**src/rtl/cnn_mac_engine.sv**
```systemverilog
// ---------------------------------------------------------------------------
// cnn_mac_engine
//   Multiply-accumulate engine for one CNN layer slice. A frame of NUM_IN
//   input elements streams in one element per beat. Every element is
//   multiplied by a per-channel weight and summed into NUM_CH accumulators
//   in parallel. When the frame is complete, the NUM_CH results are drained
//   one channel per handshake, after optional ReLU and saturation to OUT_W.
//
// Ports
//   Clk       in   clock, rising edge
//   Rst       in   asynchronous active-high reset
//   In_Valid  in   input beat valid
//   In_Ready  out  engine accepts a beat (accumulate phase)
//   In_Data   in   [DATA_W-1:0]        input element
//   W_Data    in   [NUM_CH*DATA_W-1:0] channel c weight at [c*DATA_W +: DATA_W]
//   Out_Valid out  result valid (drain phase)
//   Out_Ready in   consumer accepts the result
//   Out_Data  out  [OUT_W-1:0]         channel result
//   Out_Ch    out  channel index of Out_Data
//   Out_Last  out  final channel of the frame
// ---------------------------------------------------------------------------
module cnn_mac_engine #(
  parameter int DATA_W  = 8,
  parameter int NUM_IN  = 16,
  parameter int NUM_CH  = 4,
  parameter int ACC_W   = 24,
  parameter int OUT_W   = 16,
  parameter int SIGNED  = 0,
  parameter int RELU_EN = 0,
  localparam int CH_W   = (NUM_CH > 1) ? $clog2(NUM_CH) : 1
) (
  input  logic                     Clk,
  input  logic                     Rst,
  input  logic                     In_Valid,
  output logic                     In_Ready,
  input  logic [DATA_W-1:0]        In_Data,
  input  logic [NUM_CH*DATA_W-1:0] W_Data,
  output logic                     Out_Valid,
  input  logic                     Out_Ready,
  output logic [OUT_W-1:0]         Out_Data,
  output logic [CH_W-1:0]          Out_Ch,
  output logic                     Out_Last
);

  localparam int CNT_W  = $clog2(NUM_IN);
  localparam int PROD_W = 2 * DATA_W;

  localparam logic signed [ACC_W-1:0] S_MAX = {{(ACC_W-OUT_W+1){1'b0}}, {(OUT_W-1){1'b1}}};
  localparam logic signed [ACC_W-1:0] S_MIN = {{(ACC_W-OUT_W+1){1'b1}}, {(OUT_W-1){1'b0}}};

  typedef enum logic {S_ACC, S_OUT} state_t;

  state_t                   state_q, state_d;
  logic [CNT_W-1:0]         cnt_q, cnt_d;
  logic [CH_W-1:0]          ch_q, ch_d;
  logic signed [ACC_W-1:0]  acc_q [NUM_CH];
  logic signed [ACC_W-1:0]  acc_d [NUM_CH];

  // Full-precision product, sign- or zero-extended to the accumulator width.
  function automatic logic signed [ACC_W-1:0] mac_prod(input logic [DATA_W-1:0] a,
                                                       input logic [DATA_W-1:0] w);
    logic signed [PROD_W-1:0] ps;
    logic [PROD_W-1:0]        pu;
    if (SIGNED != 0) begin
      ps = $signed(a) * $signed(w);
      return $signed({{(ACC_W-PROD_W){ps[PROD_W-1]}}, ps});
    end else begin
      pu = a * w;
      return $signed({{(ACC_W-PROD_W){1'b0}}, pu});
    end
  endfunction

  // ReLU (signed mode only) followed by clamping into OUT_W.
  function automatic logic [OUT_W-1:0] sat_out(input logic signed [ACC_W-1:0] v);
    logic signed [ACC_W-1:0] r;
    logic [ACC_W-1:0]        u;
    if (SIGNED != 0) begin
      r = ((RELU_EN != 0) && (v < 0)) ? '0 : v;
      if (r > S_MAX)      return {1'b0, {(OUT_W-1){1'b1}}};
      else if (r < S_MIN) return {1'b1, {(OUT_W-1){1'b0}}};
      else                return r[OUT_W-1:0];
    end else begin
      u = v;
      if (|u[ACC_W-1:OUT_W]) return '1;
      else                   return u[OUT_W-1:0];
    end
  endfunction

  always_comb begin
    state_d = state_q;
    cnt_d   = cnt_q;
    ch_d    = ch_q;
    for (int c = 0; c < NUM_CH; c++) acc_d[c] = acc_q[c];
    case (state_q)
      S_ACC: begin
        if (In_Valid) begin
          for (int c = 0; c < NUM_CH; c++)
            acc_d[c] = acc_q[c] + mac_prod(In_Data, W_Data[c*DATA_W +: DATA_W]);
          if (cnt_q == CNT_W'(NUM_IN - 1)) begin
            cnt_d   = '0;
            ch_d    = '0;
            state_d = S_OUT;
          end else begin
            cnt_d = cnt_q + 1'b1;
          end
        end
      end
      S_OUT: begin
        if (Out_Ready) begin
          if (ch_q == CH_W'(NUM_CH - 1)) begin
            // Last channel taken: clear for the next frame.
            ch_d    = '0;
            state_d = S_ACC;
            for (int c = 0; c < NUM_CH; c++) acc_d[c] = '0;
          end else begin
            ch_d = ch_q + 1'b1;
          end
        end
      end
      default: state_d = S_ACC;
    endcase
  end

  always_ff @(posedge Clk or posedge Rst) begin
    if (Rst) begin
      state_q <= S_ACC;
      cnt_q   <= '0;
      ch_q    <= '0;
      for (int c = 0; c < NUM_CH; c++) acc_q[c] <= '0;
    end else begin
      state_q <= state_d;
      cnt_q   <= cnt_d;
      ch_q    <= ch_d;
      for (int c = 0; c < NUM_CH; c++) acc_q[c] <= acc_d[c];
    end
  end

  assign In_Ready  = (state_q == S_ACC);
  assign Out_Valid = (state_q == S_OUT);
  assign Out_Ch    = ch_q;
  assign Out_Last  = Out_Valid && (ch_q == CH_W'(NUM_CH - 1));
  // Data is forced to zero outside the drain phase so idle/reset output is 0.
  assign Out_Data  = Out_Valid ? sat_out(acc_q[ch_q]) : '0;

endmodule

```
**config.mk**
```make
export PLATFORM = sky130hd
export DESIGN_NAME = cnn_mac_engine
export DESIGN_NICKNAME = d
export VERILOG_FILES = /design/src/rtl/cnn_mac_engine.sv
export SDC_FILE = /design/constraint.sdc
export NUM_CORES = 1
export LEC_CHECK = 0
export CAP_MARGIN = 20
export CORE_ASPECT_RATIO = 0.9
export CORE_MARGIN = 2
export CORE_UTILIZATION = 64
export CTS_BUF_LIST = sky130_fd_sc_hd__clkbuf_16
export CTS_CLUSTER_DIAMETER = 120
export DETAILED_ROUTE_END_ITERATION = 16
export HOLD_SLACK_MARGIN = 0.03
export PLACE_DENSITY = 0.82
export SYNTH_ARGS = -nofsm -noshare
export SYNTH_HDL_FRONTEND = slang
export SYNTH_SLANG_ARGS = --single-unit
export TNS_END_PERCENT = 50
```
**constraint.sdc**
```tcl
create_clock -name Clk -period 4.4 [get_ports Clk]
set_input_delay 0.88 -clock Clk [delete_from_list [all_inputs] [get_ports Clk]]
set_output_delay 0.88 -clock Clk [all_outputs]
set_load 0.02 [all_outputs]
```
==> impl_metrics.yaml, run 1 <==
run_status:
  status: "aborted with a tool error"
  stop_stage: "5_1_grt"
  error_line: "[ERROR GRT-0232] Routing congestion too high. Check the congestion heatmap in the GUI."
grt:
  antenna_found_initial: 18
  grt_util_all_layers_pct: 77.9
  grt_max_degree: 72
  grt.overflow.total: 5
floorplanning:
  start_util_pct: 64.6
  rows: 55
  floorplan.die.height_um: 154
  fp.dieW_um: 171
  io_pins: 65
synthesis:
  syn_avg_cell_area_um2: 8.76
  ys_types: 68
  syn_area_mm2: 0.0161
  syn_nets: 2248
  synth_flop_cell: "dfrtp_1"
  syn_inst: 1838
  ys_ff_latch: 103
  yosysSeqAreaShare_pct: 16.0
  ys_async_sr_fraction_pct: 100
  synth_edf_count: 0
  yosysWarningCount: 0
cts:
  numCtsBuffers: 9
  cts_root_buf: "clkbuf_16"
  htree_levels: 3
  cts_buffer_depth: 2
  ctsHoldBuffers: 0
  cts.sinks: 103
placement:
  dpl.hpwl_um: 35900
  port_buffers: 64
  dp.cells: 2491
  gp_congestion: 0.966
sta:
  worst_path_end_type: "sequential cell input"
  postGrtWorstEndpoint: "acc_q[92]$_DFFE_PP0P_/D"
[per-stage QoR]
step / TNS (ns) / instance area [um2] / setup WS (ns) / hold slack, ns
2_1_floorplan: -62.91 / 16800 / -1.46 / 0.439
3_3_place_gp: -133.69 / 19900 / -2.23 / 0.461
3_5_place_dp: -143.88 / 19900 / -2.42 / 0.467
4_1_cts: -80.36 / 21700 / -1.52 / 0.480
[cell families after synthesis]
kind of cell | count (synthesis) | share of synthesized area [%]
buffers and inverters | 290 | 6.76
flip-flops | 103 | 16.0
AND/OR/NAND/NOR | 602 | 19.6
XOR/XNOR | 91 | 4.95
adder cells (fa/ha/maj) | 366 | 35.3
AO/OA/AOI/OAI | 359 | 14.4
multiplexers | 27 | 2.92
[routing by layer]
layer,global-route usage [%],GRT overflow
met1,77.5,0
met5,58.0,0
met4,71.8,1
met3,67.7,0
met2,90.9,4
[synthesized netlist by cell type, drive strengths merged, types with 6 or more instances]
master	number	area, um2
or2	9	56.3
nor3	12	60.1
mux4	16	360
a21o	36	270
o211ai	16	120
ha	218	2730
o21a	18	135
o21ai	105	526
nor2b	12	75.1
nand2	144	541
a2111oi	6	53.8
o21bai	12	90.1
mux2i	11	110
and2	218	1360
and3	16	110
a211oi	8	72.6
o31ai	20	160
clkbuf	51	191
nor4	8	50.1
or3	8	50.1
a21oi	92	460
xnor2	55	482
fa	148	2960
nand2b	17	106
dfrtp	103	2580
nor2	78	293
xor2	36	315
nand3	62	310
inv	236	886
a211o	7	70.1
[what timing repair did]
item,4_1_cts
setup endpoints to repair,79
hold endpoints to repair,0
pin swaps,160
setup buffers,42
gates resized for setup,301
gates cloned,7
==> inputs of run 2 (changes only) <==
==> config.mk (replaced) <==
export PLATFORM = sky130hd
export DESIGN_NAME = cnn_mac_engine
export DESIGN_NICKNAME = d
export VERILOG_FILES = /design/src/rtl/cnn_mac_engine.sv
export SDC_FILE = /design/constraint.sdc
export NUM_CORES = 1
export LEC_CHECK = 0
export CAP_MARGIN = 20
export CORE_MARGIN = 2
export CORE_UTILIZATION = 40
export DETAILED_ROUTE_END_ITERATION = 16
export PLACE_DENSITY_LB_ADDON = 0.15
export SYNTH_ARGS = -nofsm -noshare
export SYNTH_HDL_FRONTEND = slang
export SYNTH_SLANG_ARGS = --single-unit
export TNS_END_PERCENT = 50
==> run 2 against run 1 <==
  * The flow now finishes, with violations (setup timing)
  * Synthesized area did not move
  * Synthesized cell count did not move
==> impl_metrics.yaml, run 2 <==
run_status:
  status: "finished with violations"
  violations: "setup timing"
power:
  cellLeakagePower_nw: 11.1
  pwr_density_cell_mw_per_mm2: 905
  ir_drop_v: 0.000458
cells_and_area:
  largest_register_ffs: 96
  nets: 2659
  final_common_cell: "buf_4"
  regArea_mm2: 0.00258
  fillers: 3416
  multi_input_area_mm2: 0.0146
  area_delta_synth_final_pct: 43.2
  final_cell_mix: "337 x buf_4, 198 x inv_1, 186 x and2_1"
  antenna_cells: 0
  drive_gt1_share_pct: 35.5
  regMostFlops: "acc_q"
run:
  maxCapViolations: 0
grt:
  grt_util_all_layers_pct: 24.1
  grt.overflow.total: 0
  antenna_found_initial: 0
  grt_pass1_wl_um: 79900
  grt_pass1_vias: 14969
  grt_max_degree: 61
worst_setup_path:
  rr_startpoint: "acc_q[73]"
  path_max_fanout: 5
  cpMaxStageDelayCell: "fa_2"
  slowest_delay_ns: 0.57
  worstRegToRegCells: 9
  worst_ep_required_time_ns: 4.62
  crit_end: "acc_q[16]"
  r2r_slack_ns: 1.64
  cp-end-kind: "register"
  startpoint: "In_Data[3]"
  reg2reg_to: "acc_q[95]"
  cp.arrival_ns: 6.09
  cp-start-kind: "input pin"
  worst-setup-path-type: "input pin to register"
synthesis:
  synth_flop_cell: "dfrtp_1"
  syn_nets: 2248
  synth_most_common_cell: "inv_1"
  syn_area_mm2: 0.0161
  synth_top_area_share_pct: 18.4
  yosysWarningCount: 0
  ys_ff_latch: 103
  synth_edf_count: 0
  yosysSeqAreaShare_pct: 16.0
  ys_types: 68
  ys_async_sr_fraction_pct: 100
  netlist_top_cells_count: "235 x inv_1, 218 x and2_1, 218 x ha_1, 148 x fa_1, 144 x nand2_1"
  yosysTopAreaCell: "fa_1"
  syn_inst: 1838
  synthTopCellsByArea: "fa_1 18%, ha_1 17%, dfrtp_1 16%, and2_1 8.5%, inv_1 5.5%"
  syn_avg_cell_area_um2: 8.76
drt:
  met2RoutedLength_um: 23600
  post-route-drc-count: 0
  dr_wl_met3_um: 2260
  wire_per_inst_um: 17.9
  drtAntennaViolNets: 0
  routed.top_layer: "met4"
  vias_per_cell: 5.19
  detail_route.iter0.violations: 715
  wirelength_um: 49600
  first_pass_iters: 5
  drt-met1-wl_um: 22700
  vias: 14433
cts:
  numCtsBuffers: 9
  cts.sinks: 103
  cts_buffer_depth: 2
  cts_root_buf: "clkbuf_16"
  clock_latency_ns: 0.37
  cts_tree: "yes"
  cts.clk_slew.worst_paths_ns: 0.08
  htree_levels: 3
sta:
  slew_violations: 0
  tightest_slew_ns: 0.924
  rsz0062_at_grt: "yes"
  finClkSkew_ns: 0.0112
  max_freq_ghz: 0.170
  finalHoldViolCount: 0
  slew_headroom_pct: 38.2
  fin_crit_sh_pct: 133
  finalSetupViolCount: 72
  fin_setup_tns_ns: -77.40
  timing.final.ws_setup_ns: -1.47
  post-route-min-period_ns: 5.87
hold_path:
  hp-start: "acc_q[71]"
  hold_path_class: "register to register"
placement:
  place_ws_ns: -2.28
  port_buffers: 64
  gp_congestion: 0.897
  dpl.hpwl_um: 36100
floorplanning:
  rows: 73
  fp.dieW_um: 205
  floorplan.die.height_um: 205
  io_pins: 65
  die-area_mm2: 0.0419
  start_util_pct: 40.5
  core_area_mm2: 0.0397
run 2: cell counts after synthesis:
No cell type changed its count.
run 2: area by class of cell:
| class | count | share of cell area (%) |
|---|---|---|
| clock buffers | 9 | 0.977 |
| clock inverters | 7 | 0.358 |
| inverters | 236 | 3.86 |
| multi-input cells | 1445 | 63.5 |
| flip-flops and latches | 103 | 11.2 |
| well taps | 525 | 2.85 |
| repair buffers | 454 | 17.3 |
run 2: where the power goes:
group | total, mW | switching [mW] | internal (mW)
Sequential | 1.95 | 0.581 | 1.37
Clock | 0.860 | 0.407 | 0.453
Combinational | 18.1 | 8.56 | 9.50
Total | 20.9 | 9.55 | 11.3
run 2: worst min-delay path by stage:
| stage | slack [ns] | end | cells past startpoint |
|---|---|---|---|
| floorplan | 0.44 | acc_q[23] | 1 |
| global placement | 0.46 | acc_q[23] | 1 |
| detailed placement | 0.47 | acc_q[71] | 1 |
| CTS | 0.48 | acc_q[71] | 1 |
| global route | 0.50 | acc_q[47] | 1 |
| finish | 0.48 | acc_q[71] | 1 |
run 2: through the flow:
stage	hold slack (ns)	power, mW	util [%]	std cells	cell area, um2
after floorplan	0.439	10.6	-	1838	16800
after global placement	0.456	16.0	51.1	2699	20300
after detailed placement	0.471	16.2	51.1	2699	20300
after CTS	0.482	19.3	56.1	2760	22300
after global routing	0.500	22.6	58.0	2779	23100
final	0.483	20.9	58.0	2779	23100
run 2: kinds of logic (layout without fill, tap and decap cells):
family          after synthesis  after routing  synth area share (%)
xor+xnor                     91             91                  4.95
simple gates                602            602                  19.6
compound gates              359            359                  14.4
mux                          27             27                  2.92
fa+ha+maj                   366            366                  35.3
buf+inv                     290            706                  6.76
flops                       103            103                  16.0
run 2: repair_timing:
action / in CTS / in global routing
pin swaps: 166 / 142
gates resized for setup: 343 / 170
setup endpoints to repair: 78 / 77
buffers inserted: 42 / 23
hold buffers: 0 / 0
gates cloned: 8 / 0
run 2: layer usage:
| metal | GRT usage, % | vias up |
|---|---|---|
| li1 | - | 6996 |
| met1 | 34.1 | 7089 |
| met2 | 38.9 | 287 |
| met3 | 3.36 | 61 |
| met4 | 5.80 | 0 |
| met5 | 0 | - |
run 2: worst max-delay path, delay by kind of cell:
family	cells	cell delay, ns
AO/OA/AOI/OAI	10	1.63
XOR/XNOR	1	0.16
AND/OR/NAND/NOR	2	0.25
adder cells (fa/ha/maj)	6	2.50
buffers and inverters	6	0.65
No activity file was read; power rests on OpenSTA's default activity.
==> inputs of run 3 (changes only) <==
==> constraint.sdc (replaced) <==
create_clock -name Clk -period 7.06 [get_ports Clk]
set_input_delay 1.412 -clock Clk [delete_from_list [all_inputs] [get_ports Clk]]
set_output_delay 1.412 -clock Clk [all_outputs]
set_load 0.02 [all_outputs]
==> run 3 against run 2 <==
  * The run now ends clean
  * Global-route usage decreased by 3.5 points
  * Wire length down 13%
  * Worst hold slack better by 0.0049 ns
  * Setup slack improved by 1.6 ns
  * First-iteration DRC count is 26% lower
  * Clock skew decreased by 0.0025 ns
  * Critical path depth down 3
  * Core utilization decreased by 7.8 points
  * Total power fell by 52%
  * Cell count decreased by 4.5%
  * Non-clock buffer count decreased by 126
  * Flip-flop and latch count stayed put
  * Critical path type unchanged
  * Largest cell class unchanged
==> impl_metrics.yaml, run 3 (synthesis results as in run 2) <==
cts:
  numCtsBuffers: 9
  cts.sinks: 103
  cts_tree: "yes"
  clock_latency_ns: 0.36
  cts_root_buf: "clkbuf_16"
  ctsHoldBuffers: 0
  cts_buffer_depth: 2
  htree_levels: 3
  cts.clk_slew.worst_paths_ns: 0.07
floorplanning:
  io_pins: 65
  fp.dieW_um: 205
  die-area_mm2: 0.0419
  core_area_mm2: 0.0397
  start_util_pct: 40.5
  floorplan.die.height_um: 205
  rows: 73
cells_and_area:
  design_area_mm2: 0.0199
  multi_input_area_mm2: 0.0127
  antenna_cells: 0
  fillers: 3809
  final_cells: 2653
  final_cell_mix: "247 x buf_4, 234 x inv_1, 217 x and2_1"
  drive_gt1_share_pct: 17.1
  nets: 2533
  regMostFlops: "acc_q"
  largest_register_ffs: 96
  regArea_mm2: 0.00258
  area_delta_synth_final_pct: 23.9
  final_common_cell: "buf_4"
power:
  pwr_density_cell_mw_per_mm2: 505
  cellLeakagePower_nw: 10.0
  ir_drop_v: 0.000297
worst_setup_path:
  worst_ep_required_time_ns: 7.30
  cp.arrival_ns: 7.16
  cp-end-kind: "register"
  cp-start-kind: "input pin"
  path_max_fanout: 5
  worstRegToRegCells: 11
  worst-setup-path-type: "input pin to register"
sta:
  slew_violations: 0
  rsz0062_at_grt: "yes"
  tightest_slew_ns: 0.862
  finalHoldViolCount: 0
  max_freq_ghz: 0.144
  slew_headroom_pct: 42.5
  fin_crit_sh_pct: 98.1
  finalSetupViolCount: 0
  finClkSkew_ns: 0.00869
  post-route-min-period_ns: 6.92
  hold_slack_ns: 0.488
  timing.final.ws_setup_ns: 0.137
placement:
  gp_congestion: 0.869
  place_ws_ns: -0.504
  dpl_cell_area_mm2: 0.0191
  dp.cells: 2617
  dpl.hpwl_um: 34600
  port_buffers: 64
grt:
  grt_util_all_layers_pct: 20.6
  grt_pass1_wl_um: 69300
  grt_max_degree: 83
  grt.overflow.total: 0
  antenna_found_initial: 0
  grt_pass1_vias: 13961
drt:
  vias_per_cell: 5.19
  met2RoutedLength_um: 22400
  drt-met1-wl_um: 19100
  detail_route.iter0.violations: 530
  vias: 13781
  first_pass_iters: 5
  routed.top_layer: "met4"
  dr_wl_met3_um: 1070
  wirelength_um: 43200
  drtAntennaViolNets: 0
  post-route-drc-count: 0
  wire_per_inst_um: 16.3
hold_path:
  hold_path_class: "register to register"
  whs_path_depth: 1
run_status:
  status: "completed"
run:
  maxCapViolations: 0
-- run 3: cell count changes in the layout (fill, tap and decap cells not counted), moves of 29 or more --
cell             delta
clkdlybuf4s50_1    +29
buf_6              -29
inv_2              -35
and2_1             +31
ha_1               +49
a21oi_1            +48
and2_4             -31
inv_1              +36
a21oi_2            -30
buf_4              -90
ha_4               -46
-- run 3: path summary, 6_finish.rpt --
check	startpoint	end	slack, ns
min reg2reg	acc_q[71]	acc_q[71]	0.49
min in group asynchronous	Rst	acc_q[42]	1.38
max	W_Data[10]	acc_q[66]	0.14
max in group asynchronous	Rst	acc_q[52]	4.76
max reg2reg	acc_q[48]	acc_q[66]	4.29
min	acc_q[71]	acc_q[71]	0.49
-- run 3: area by class of cell --
cell class | instances | share of cell area, %
multi-input combinational | 1445 | 63.8
clock buffer | 12 | 1.19
tap | 525 | 3.29
sequential | 103 | 12.9
inverter | 236 | 4.45
clock inverter | 4 | 0.263
timing repair buffer | 328 | 14.1
-- run 3: metrics by stage --
stage	util, %	power, mW	TNS, ns
floorplan	-	6.13	0
global placement	48.1	9.10	-12.69
detailed placement	48.1	9.19	-14.84
CTS	49.0	9.83	-0.0579
global route	50.2	11.1	-0.230
finish	50.2	10.1	0
-- run 3: layer usage --
metal  GRT usage (%)  vias up
met4            3.08        0
met5               0        -
met1            26.2     6825
met2            38.2      173
li1                -     6748
met3            1.92       35
-- run 3: power breakdown --
group | total [mW] | internal [mW] | switching [mW]
registers | 1.19 | 0.854 | 0.338
clock network | 0.512 | 0.278 | 0.234
logic | 8.37 | 4.22 | 4.15
total | 10.1 | 5.36 | 4.72
-- run 3: critical path: stages --
cell and delay [ns]:
clkdlybuf4s50_1 0.47, buf_4 0.19, and2_1 0.17, fa_1 0.44
fa_1 0.49, inv_1 0.05, fa_1 0.50, fa_1 0.52
inv_1 0.05, ha_1 0.31, a2111oi_1 0.35, o21bai_1 0.18
xor2_1 0.37, ha_1 0.32, o21ai_1 0.10, a21boi_0 0.12
or2_1 0.24, o211a_1 0.14, or3_1 0.35, o2111ai_4 0.12
a21boi_1 0.13, mux2i_1 0.13
-- run 3: repair_timing --
action	4_1_cts	5_1_grt
buffers inserted	1	12
gates cloned	0	5
gates resized for setup	14	65
setup endpoints to repair	27	44
pin swaps	2	34
==> inputs of run 4 (changes only) <==
--- a/config.mk
+++ b/config.mk
@@ -10,6 +10,7 @@
 export CORE_UTILIZATION = 40
 export DETAILED_ROUTE_END_ITERATION = 16
 export PLACE_DENSITY_LB_ADDON = 0.15
+export SETUP_SLACK_MARGIN = 0.3
 export SYNTH_ARGS = -nofsm -noshare
 export SYNTH_HDL_FRONTEND = slang
 export SYNTH_SLANG_ARGS = --single-unit
==> run 4 against run 3 <==
  * Clock skew rose by 0.00097 ns
  * Sequential share of layout area shrank 0.25 points
  * Cell count grew 0.19%
  * Count of clock-buffer cells in the layout decreased by 3
  * Largest cell class unchanged
  * Worst hold slack worse by 0.0080 ns
  * Largest power group unchanged
  * Core utilization increased by 1.0 points
  * Register-to-register slack improved by 0.02 ns
  * Highest routed layer unchanged
  * Critical endpoint is now acc_q[92]
  * First-iteration DRC count rose by 9.4%
==> impl_metrics.yaml, run 4 (synthesis results as in run 2) <==
power:
  cellLeakagePower_nw: 10.2
  combPwrFrac_pct: 83.4
  power.internal_mw: 5.67
  pwr_density_cell_mw_per_mm2: 521
  switching_share_pct: 46.4
  total_power_mw: 10.6
  p_seq_share_pct: 11.2
  clockPowerShare_pct: 5.4
  ir_drop_v: 0.000281
  switchingPower_mw: 4.92
cts:
  ctsHoldBuffers: 0
  clock_latency_ns: 0.36
  htree_levels: 3
  cts_buffer_depth: 2
  numCtsBuffers: 9
  cts_root_buf: "clkbuf_16"
  cts.sinks: 103
  cts.clk_slew.worst_paths_ns: 0.08
  cts_tree: "yes"
drt:
  wirelength_um: 43700
  first_pass_iters: 5
  vias: 13833
  detail_route.iter0.violations: 580
  drtAntennaViolNets: 0
  vias_per_cell: 5.20
  post-route-drc-count: 0
  wire_per_inst_um: 16.4
worst_setup_path:
  path_common_cell: "fa_1"
  cp_num_cells: 24
  cp.arrival_ns: 6.84
  critPathBufInv: 6
  worst-setup-path-type: "input pin to register"
  cp-start-kind: "input pin"
  cp-end-kind: "register"
  startpoint: "In_Data[2]"
  r2r_slack_ns: 4.31
  crit_chain: "buf_4 -> buf_12 -> and2_1 -> fa_1 -> fa_1 -> fa_1 -> inv_1 -> fa_1 -> inv_1 -> ha_1 -> or2_4 -> a21oi_2 -> a21oi_1 -> buf_4 -> a21oi_4 -> xnor2_2 -> ha_2 -> or4_4 -> o31ai_4 -> buf_6 -> o21ai_2 -> nor4_2 -> a41oi_2 -> o211ai_1"
  rr_startpoint: "acc_q[48]"
  path_max_fanout: 7
  worst_ep_required_time_ns: 7.35
  worstRegToRegCells: 11
  slowest_delay_ns: 0.54
  path_delay_family: "adder cells"
  cpMaxStageDelayCell: "or4_4"
cells_and_area:
  nets: 2538
  antenna_cells: 0
  area_delta_synth_final_pct: 26.3
  drive_gt1_share_pct: 20.0
  fillers: 3762
  fin_util_pct: 51.2
  final_cell_mix: "252 x buf_4, 232 x inv_1, 210 x and2_1"
  largest_register_ffs: 96
  final_common_cell: "buf_4"
  regMostFlops: "acc_q"
floorplanning:
  start_util_pct: 40.5
  fp.dieW_um: 205
  io_pins: 65
  rows: 73
  floorplan.die.height_um: 205
  die-area_mm2: 0.0419
  core_area_mm2: 0.0397
sta:
  fin_crit_sh_pct: 92.9
  finalSetupViolCount: 0
  post-route-min-period_ns: 6.56
  slew_violations: 0
  finClkSkew_ns: 0.00966
  tightest_slew_ns: 0.976
  fin_setup_tns_ns: 0
  slew_headroom_pct: 34.9
  rsz0062_at_grt: "yes"
  finalHoldViolCount: 0
  max_freq_ghz: 0.152
  hold_slack_ns: 0.480
  timing.final.ws_setup_ns: 0.500
placement:
  place_ws_ns: -0.497
  dpl.hpwl_um: 34700
  port_buffers: 64
  gp_congestion: 0.866
grt:
  use_met3_pct: 1.70
  globalRouteMet1Util_pct: 27.9
  busiest_layer: "met2"
  grt_pass1_vias: 14308
  grt.overflow.total: 0
  grt_pass1_wl_um: 72000
  grt_max_degree: 83
  grt_util_all_layers_pct: 21.4
  met2_usage_pct: 39.0
  antenna_found_initial: 0
hold_path:
  hold_path_class: "register to register"
  hp-start: "acc_q[23]"
  whs_path_depth: 1
run:
  maxCapViolations: 0
run_status:
  status: "completed"
run 4: final timing paths:
kind / to
setup / recovery: acc_q[92]
hold / removal: acc_q[23]
setup reg to reg: acc_q[70]
hold reg to reg: acc_q[23]
max in group asynchronous: acc_q[85]
min in group asynchronous: acc_q[42]
run 4: power groups by stage:
stage | clock network [mW] | registers [mW] | logic, mW
4_1_cts | 0.574 | 1.18 | 8.56
3_5_place_dp | 0 | 1.18 | 8.22
6_report | 0.568 | 1.19 | 8.84
3_3_place_gp | 0 | 1.18 | 8.10
5_1_grt | 0.603 | 1.23 | 9.76
2_1_floorplan | 0 | 1.03 | 5.11
run 4: repair_timing:
action | CTS | global route
endpoints found under the hold margin | 0 | 0
gates resized for setup | 69 | 102
pin swaps | 33 | 53
cloned | 2 | 1
buffers inserted | 3 | 5
setup endpoints to repair | 45 | 45
run 4: final cells by class:
type                            count  area [um2]  area share (%)
Clock buffer                        9         225            1.11
Inverter                          236         888            4.37
Timing Repair Buffer              333        2840            14.0
Tap cell                          525         657            3.23
Sequential cell                   103        2580            12.7
Clock inverter                      7         104           0.511
Multi-Input combinational cell   1445       13000            64.1
run 4: per-stage QoR:
stage,std cells,cell area (um2)
5_1_grt,2658,20300
2_1_floorplan,1838,16100
6_report,2658,20300
3_5_place_dp,2631,19300
3_3_place_gp,2630,19300
4_1_cts,2652,19900
run 4: routing by layer:
| metal | routed length, um | vias to the layer above |
|---|---|---|
| met5 | 0 | - |
| met4 | 482 | 0 |
| met3 | 867 | 31 |
| met2 | 22800 | 156 |
| met1 | 19500 | 6892 |
| li1 | - | 6754 |
